--- config.mk ---
export PLATFORM = sky130hd
export DESIGN_NAME = serial_subtractor16
export DESIGN_NICKNAME = d
export VERILOG_FILES = /design/src/rtl/serial_subtractor16.sv
export SDC_FILE = /design/constraint.sdc
export NUM_CORES = 1
export LEC_CHECK = 0
export ABC_AREA = 1
export CAP_MARGIN = 25
export CORE_UTILIZATION = 30
export CTS_CLUSTER_SIZE = 25
export DETAILED_ROUTE_END_ITERATION = 8
export GPL_ROUTABILITY_DRIVEN = 1
export PLACE_DENSITY = 0.49
export SYNTH_ARGS = -nofsm -noshare
export SYNTH_HDL_FRONTEND = slang
export SYNTH_SLANG_ARGS = --single-unit
export TNS_END_PERCENT = 1
--- constraint.sdc ---
create_clock -name clk -period 2.25 [get_ports clk]
set_input_delay 0.3375 -clock clk [delete_from_list [all_inputs] [get_ports clk]]
set_output_delay 0.3375 -clock clk [all_outputs]
set_load 0.05 [all_outputs]
--- src/rtl/serial_subtractor16.sv ---
// serial_subtractor16 -- bit-serial 16-bit unsigned subtractor.
//
// One operand pair is accepted in IDLE, processed LSB first at one bit per
// clock in RUN (16 cycles), and presented in DONE until the consumer takes it.
// There is no overlap between operations: the next operand pair can be
// accepted no earlier than the edge after the result handshake.
//
// Optional feature: define SERIAL_SUB_ADD_MODE_EN to add the 'op' port
// (1 = add, 0 = subtract), sampled at accept. In add mode 'borrow' carries the
// carry-out. Without the macro the block always subtracts. Timing is identical
// in both builds.
//
// Ports:
//   clk        in   clock, all state updates on its rising edge
//   rst_n      in   synchronous active-low reset
//   op         in   (SERIAL_SUB_ADD_MODE_EN only) 1 = add, 0 = subtract
//   in_valid   in   operand pair offered
//   in_ready   out  block accepts operands (IDLE only, registered)
//   a          in   [15:0] minuend, unsigned
//   b          in   [15:0] subtrahend, unsigned
//   out_valid  out  result available (DONE only, registered)
//   out_ready  in   consumer takes result
//   diff       out  [15:0] (a - b) mod 2^16  (or a + b in add mode)
//   borrow     out  1 when a < b (or carry-out in add mode)
module serial_subtractor16 (
  input  logic        clk,
  input  logic        rst_n,
`ifdef SERIAL_SUB_ADD_MODE_EN
  input  logic        op,
`endif
  input  logic        in_valid,
  output logic        in_ready,
  input  logic [15:0] a,
  input  logic [15:0] b,
  output logic        out_valid,
  input  logic        out_ready,
  output logic [15:0] diff,
  output logic        borrow
);

  typedef enum logic [1:0] {
    IDLE = 2'd0,
    RUN  = 2'd1,
    DONE = 2'd2
  } state_t;

  state_t      state_r;
  state_t      state_next_s;

  logic [15:0] a_sh_r;
  logic [15:0] b_sh_r;
  logic [15:0] res_sh_r;
  logic [3:0]  cnt_r;
  logic        br_r;
  logic        op_r;
  logic        op_s;
  logic        in_ready_r;
  logic        out_valid_r;
  logic [15:0] diff_r;
  logic        borrow_r;

  logic        accept_s;
  logic        last_bit_s;
  logic        bit_d_s;
  logic        bit_br_s;

  // One-bit full subtractor: returns {borrow_out, difference}.
  function automatic logic [1:0] sub_bit(input logic x, input logic y, input logic bin);
    logic d;
    logic bout;
    d    = x ^ y ^ bin;
    bout = (~x & y) | (~(x ^ y) & bin);
    return {bout, d};
  endfunction

  // One-bit full adder: returns {carry_out, sum}.
  function automatic logic [1:0] add_bit(input logic x, input logic y, input logic cin);
    logic s;
    logic cout;
    s    = x ^ y ^ cin;
    cout = (x & y) | ((x ^ y) & cin);
    return {cout, s};
  endfunction

`ifdef SERIAL_SUB_ADD_MODE_EN
  assign op_s = op;
`else
  // Subtract-only build: the mode flop is held at subtract.
  assign op_s = 1'b0;
`endif

  assign in_ready  = in_ready_r;
  assign out_valid = out_valid_r;
  assign diff      = diff_r;
  assign borrow    = borrow_r;

  assign last_bit_s = (cnt_r == 4'd15);

  // Bit-slice arithmetic on the current LSBs of the operand shifters.
  always_comb begin
    bit_d_s  = 1'b0;
    bit_br_s = 1'b0;
    if (op_r) begin
      {bit_br_s, bit_d_s} = add_bit(a_sh_r[0], b_sh_r[0], br_r);
    end else begin
      {bit_br_s, bit_d_s} = sub_bit(a_sh_r[0], b_sh_r[0], br_r);
    end
  end

  // Next-state logic; accept is qualified by the registered in_ready.
  always_comb begin
    state_next_s = state_r;
    accept_s     = 1'b0;
    case (state_r)
      IDLE: begin
        if (in_valid && in_ready_r) begin
          state_next_s = RUN;
          accept_s     = 1'b1;
        end else begin
          state_next_s = IDLE;
        end
      end
      RUN: begin
        if (last_bit_s) begin
          state_next_s = DONE;
        end else begin
          state_next_s = RUN;
        end
      end
      DONE: begin
        if (out_ready) begin
          state_next_s = IDLE;
        end else begin
          state_next_s = DONE;
        end
      end
      default: begin
        state_next_s = IDLE;
      end
    endcase
  end

  // State register.
  always_ff @(posedge clk) begin
    if (!rst_n) begin
      state_r <= IDLE;
    end else begin
      state_r <= state_next_s;
    end
  end

  // Datapath: operand shifters, bit counter, borrow flop and output registers.
  always_ff @(posedge clk) begin
    if (!rst_n) begin
      a_sh_r      <= 16'h0000;
      b_sh_r      <= 16'h0000;
      res_sh_r    <= 16'h0000;
      cnt_r       <= 4'd0;
      br_r        <= 1'b0;
      op_r        <= 1'b0;
      in_ready_r  <= 1'b0;
      out_valid_r <= 1'b0;
      diff_r      <= 16'h0000;
      borrow_r    <= 1'b0;
    end else begin
      // Handshake flags follow the state being entered so they are
      // registered yet aligned with the state.
      in_ready_r  <= (state_next_s == IDLE);
      out_valid_r <= (state_next_s == DONE);
      if (accept_s) begin
        a_sh_r   <= a;
        b_sh_r   <= b;
        res_sh_r <= 16'h0000;
        cnt_r    <= 4'd0;
        br_r     <= 1'b0;
        op_r     <= op_s;
      end else if (state_r == RUN) begin
        a_sh_r   <= {1'b0, a_sh_r[15:1]};
        b_sh_r   <= {1'b0, b_sh_r[15:1]};
        res_sh_r <= {bit_d_s, res_sh_r[15:1]};
        br_r     <= bit_br_s;
        cnt_r    <= cnt_r + 4'd1;
        // Outputs only change once the whole word is done, so IDLE and RUN
        // keep showing the last completed result.
        if (last_bit_s) begin
          diff_r   <= {bit_d_s, res_sh_r[15:1]};
          borrow_r <= bit_br_s;
        end
      end
    end
  end

endmodule

After elaboration in Yosys (flattened, before gate mapping)
Index checks and enable logic that the tools add are counted.
{"block": "op_classes", "n_addsub": 1, "n_eq_ne": 4, "mux": 10, "bitwise_logic": 9, "reduce_logical": 6}
{"operator": "two-way mux 16 bit", "n": 4}
{"operator": "case mux 2 bit (3 select lines)", "n": 1}
{"operator": "adder 4 x 1 -> 4 bit (second input constant)", "n": 1}
{"operator": "== test 2 bit (second input constant)", "n": 2}
{"operator": "== test 4 bit (second input constant)", "n": 1}
{"operator": "zero test 2 bit", "n": 2}
{"operator": "two-way mux 2 bit", "n": 2}
{"operator": "inverter 1 bit", "n": 4}
{"operator": "two-way mux 1 bit", "n": 3}
{"operator": "AND reduction 3 bit", "n": 1}
{"operator": "AND 1 bit", "n": 2}
{"operator": "== test 2 x 1 -> 1 bit (second input constant)", "n": 1}
{"operator": "nonzero test 2 bit", "n": 1}
{"operator": "OR reduction 2 bit", "n": 1}
{"operator": "XOR 1 bit", "n": 2}
{"operator": "logical AND 1 bit", "n": 1}
{"operator": "bitwise OR 1 bit", "n": 1}
{"block": "word_totals", "regBits": 74, "in_bits": 36}

Depth between registers and ports, before layout
{"block": "depth", "ltp_word": 5, "ltp_mapped": 8, "ltp_nobuf": 7}

Worst setup path before layout
No wires, ideal clock.
{"block": "synth_timing", "kind": "reg-to-reg", "from": "register in_ready_r (netlist: in_ready)", "to": "register a_sh_r[1]", "setup_ns": 0.132, "arrival_time_ns": 1.342, "path_slack_ns": 0.776, "path_stages_with_launch": 7, "n_path_buf": 1, "cell_sequence": "dfxtp_1 -> nand2_1 -> inv_1 -> buf_1 -> nand3b_1 -> nand2_1 -> a21oi_1"}
{"block": "synth_via", "elab_chain_cells": 4}
{"item": "start: declaration", "line_no": "57", "rtl": "logic in_ready_r;"}
{"item": "start signal: assignment", "line_no": "168", "rtl": "in_ready_r <= (state_next_s == IDLE);"}
{"item": "logical AND 1 bit (*)", "line_no": "116", "rtl": "if (in_valid && in_ready_r) begin"}
{"item": "two-way mux 1 bit (*)", "line_no": "116"}
{"item": "two-way mux 1 bit (*)", "line_no": "114", "rtl": "case (state_r)"}
{"item": "two-way mux 16 bit / nonzero test 2 bit (equally long branches)"}
{"item": "end signal: assignment", "line_no": "178", "rtl": "a_sh_r <= {1'b0, a_sh_r[15:1]};"}
{"item": "end: declaration", "line_no": "50", "rtl": "logic [15:0] a_sh_r;"}
Every way passes the cells marked *; elsewhere a longest branch is shown, timed or not.
A chain may end at the register's enable or synchronous reset.

Worst setup path after layout
{"block": "layout_timing", "from": "register diff_r[0] (netlist: diff[0])", "to": "output diff[0]"}
{"item": "start: declaration", "line_no": "59", "rtl": "logic [15:0] diff_r;"}
{"item": "start signal: assignment", "line_no": "186", "rtl": "diff_r <= {bit_d_s, res_sh_r[15:1]};"}
{"item": "end: declaration", "line_no": "37", "rtl": "output logic [15:0] diff,"}
No word-level cell between the ends.

==> summary.md <==
| Metric | Value |
|---|---|
| Status | `complete, no violations` |
| Largest area contributor in the netlist | `dfxtp_1` |
| Worst Tran Pin Value | `0.502 ns` |
| Flops & latches, synth | `73` |
| Post-DP HPWL | `4870 um` |
| Fin crit period | `1.86 ns` |
| CP max stage cell | `clkdlybuf4s50_1` |
| Min-delay worst type | `flop to flop` |
| Max cap viols | `0` |
| Cells after synthesis | `443` |
| Initial drt markers | `95` |
| Share of layout cells above drive strength 1 | `0.0658` |
| Placed Area | `roughly 3800 um^2` |
| Top cell type's share of synthesized area | `0.448` |
| Final cell utilization of the core | `0.391` |
| Period utilisation layout | `0.827` |
| Number of placed I/O pins | `55` |
| Placer congestion estimate | `0.691` |
| Post-CTS sizing | `0` |
| Worst-path clk slew | `0.08 ns` |
| Hold_buf cts | `0` |
| RSZ-0062 raised after global routing | `no` |
| Commonest cells after routing, fill and taps aside | `nand2_1 (136), dfxtp_1 (73), a21oi_1 (65), nand3_1 (61), clkdlybuf4s50_1 (54)` |
| Worst EP arrival | `1.52 ns` |
| Count of final max-slew check failures | `0` |
| Hold Crit Depth | `2` |
| Hold slack | `0.466 ns` |
| Post-route cell area | `4070 um^2` |
| Num CTS Buffers | `9` |
| Achievable frequency | `537 MHz` |
| CTS root buf | `clkbuf_8` |
| Starting Density | `0.313` |
| Vias in the first global route | `2,845` |
| Die W | `106 um` |
| H-tree levels | `3` |
| CP Cell Sequence | `clkdlybuf4s50_1` |
| Post-Syn Nets | `481` |
| Crit Path Class | `flop to output port` |
| Setup-failing EPs final | `0` |
| Number of cells on the critical path | `1` |
| DRC Markers | `0` |
| Drt first pass iters | `4` |
| Ranking of synthesized cells by area | `dfxtp_1 (45%), nand2_1 (16%), a21oi_1 (10%)` |
| Max incr delay on CP | `0.82 ns` |
| Syn Std Cell Area | `~3300 um^2` |
| Crit start category | `flop` |
| Seq/Total Area, Yosys | `0.448` |
| Area delta synth->final | `24.7%` |
| Worst Path Max Fanout | `2` |
| Std cell rows | `37` |
| CTS tree | `built` |
| Worst R2R Path Depth | `6` |
| Wire length of the first global-routing pass | `13,500 um` |
| WP buf/inv | `1` |
| Avg Vias per Cell | `about 4.8` |
| Commonest non-fill, non-tap cell in the layout | `nand2_1` |
| Synth warn | `0` |
| WP data required | `1.91 ns` |
| Maximum VDD drop | `0.354 mV` |
| Clock Tree Buf Depth | `2` |
| Cell Pwr Density | `703 nW/um^2` |
| Mean post-synth cell area | `7.37 um^2` |
| Diode count | `0` |
| Largest net degree at the start of global routing | `between 60 and 70` |
| Total wire length | `8080 um` |
| Final Skew | `about 0.008 ns` |
| Setup Buffers After CTS | `0` |
| Hold Violations, Final | `0` |
| Synth cell types | `23` |
| Crit path capture type | `output port` |
| Slew headroom | `0.664` |
| Post-route setup TNS | `0 ns` |
| Post-DRT Antenna Nets | `0` |
| Avg WL per Cell | `around 13 um` |
| Fin nets | `519` |
| Initial antenna violation count | `0` |
| Leak | `0.00153 uW` |
| Total track usage | `0.151` |
| Sink Count | `73` |
| Vias | `2,969` |
| Core area | `10,400 um^2` |
| IO buf count | `54` |
| Die area | `~11,000 um^2` |
| Total grt overflow | `0` |
| Latest clock arrival within the worst-skew pair | `0.34 ns` |
| Die span in y | `106 um` |
| Top delay family on crit path | `buffers and inverters` |
[per-layer routing]
metal  track usage  up-vias  wire length [um]
met2         0.248       72              3710
li1              -     1530                 -
met5             0        -                 0
met1         0.187     1355              3790
met3        0.0435       12               424
met4        0.0506        0               156
[sequential cells by signal, indices dropped and copies added, names as in the netlist]
register,count
diff,16
borrow,1
br_r,1
state_r,2
b_sh_r,16
a_sh_r,16
in_ready,1
res_sh_r,15
cnt_r,4
out_valid,1
[cell usage after synthesis (all sizes together)]
| library cell | number |
|---|---|
| a21oi | 65 |
| buf | 28 |
| clkbuf | 7 |
| dfxtp | 73 |
| fa | 1 |
| ha | 1 |
| inv | 16 |
| nand2 | 138 |
| nand3 | 62 |
| nand3b | 28 |
| nor2 | 19 |
| nor3 | 2 |
| o21ai | 3 |
[power breakdown]
group	leakage [uW]	switching [uW]	internal (uW)
registers	0.000593	29.9	1340
logic	0.000831	203	146
clock network	0.000107	481	658
[logic make-up (layout without fill, tap and decap cells)]
kind of cell             after synthesis  after routing  synth area share
AND/OR/NAND/NOR                      249            249             0.358
flip-flops                            73             73             0.448
AO/OA/AOI/OAI                         68             68             0.104
buffers and inverters                 51             94            0.0805
adder cells (fa/ha/maj)                2              2           0.00997
[final timing paths]
check / start / slack, ns / to
max: diff[0] / 0.39 / diff[0]
min: diff[12] / 0.47 / diff[12]
max reg2reg: state_r[1] / 0.62 / borrow
min reg2reg: diff[12] / 0.47 / diff[12]
[metrics by stage]
step	std cells	power, uW	setup WS, ns
final	622	2860	0.389
after global routing	622	3010	0.339
after CTS	622	2910	0.374
after detailed placement	606	1760	0.549
after global placement	606	1750	0.558
after floorplan	443	1630	0.776
[cell type report]
class,count,area (um^2)
Tap cell,136,170
Fill cell,1118,6340
Clock inverter,4,76.3
Timing Repair Buffer,62,613
Clock buffer,12,145
Sequential cell,73,1460
Multi-Input combinational cell,319,1540
Inverter,16,65.1
Power figures use the tool's default switching activity.
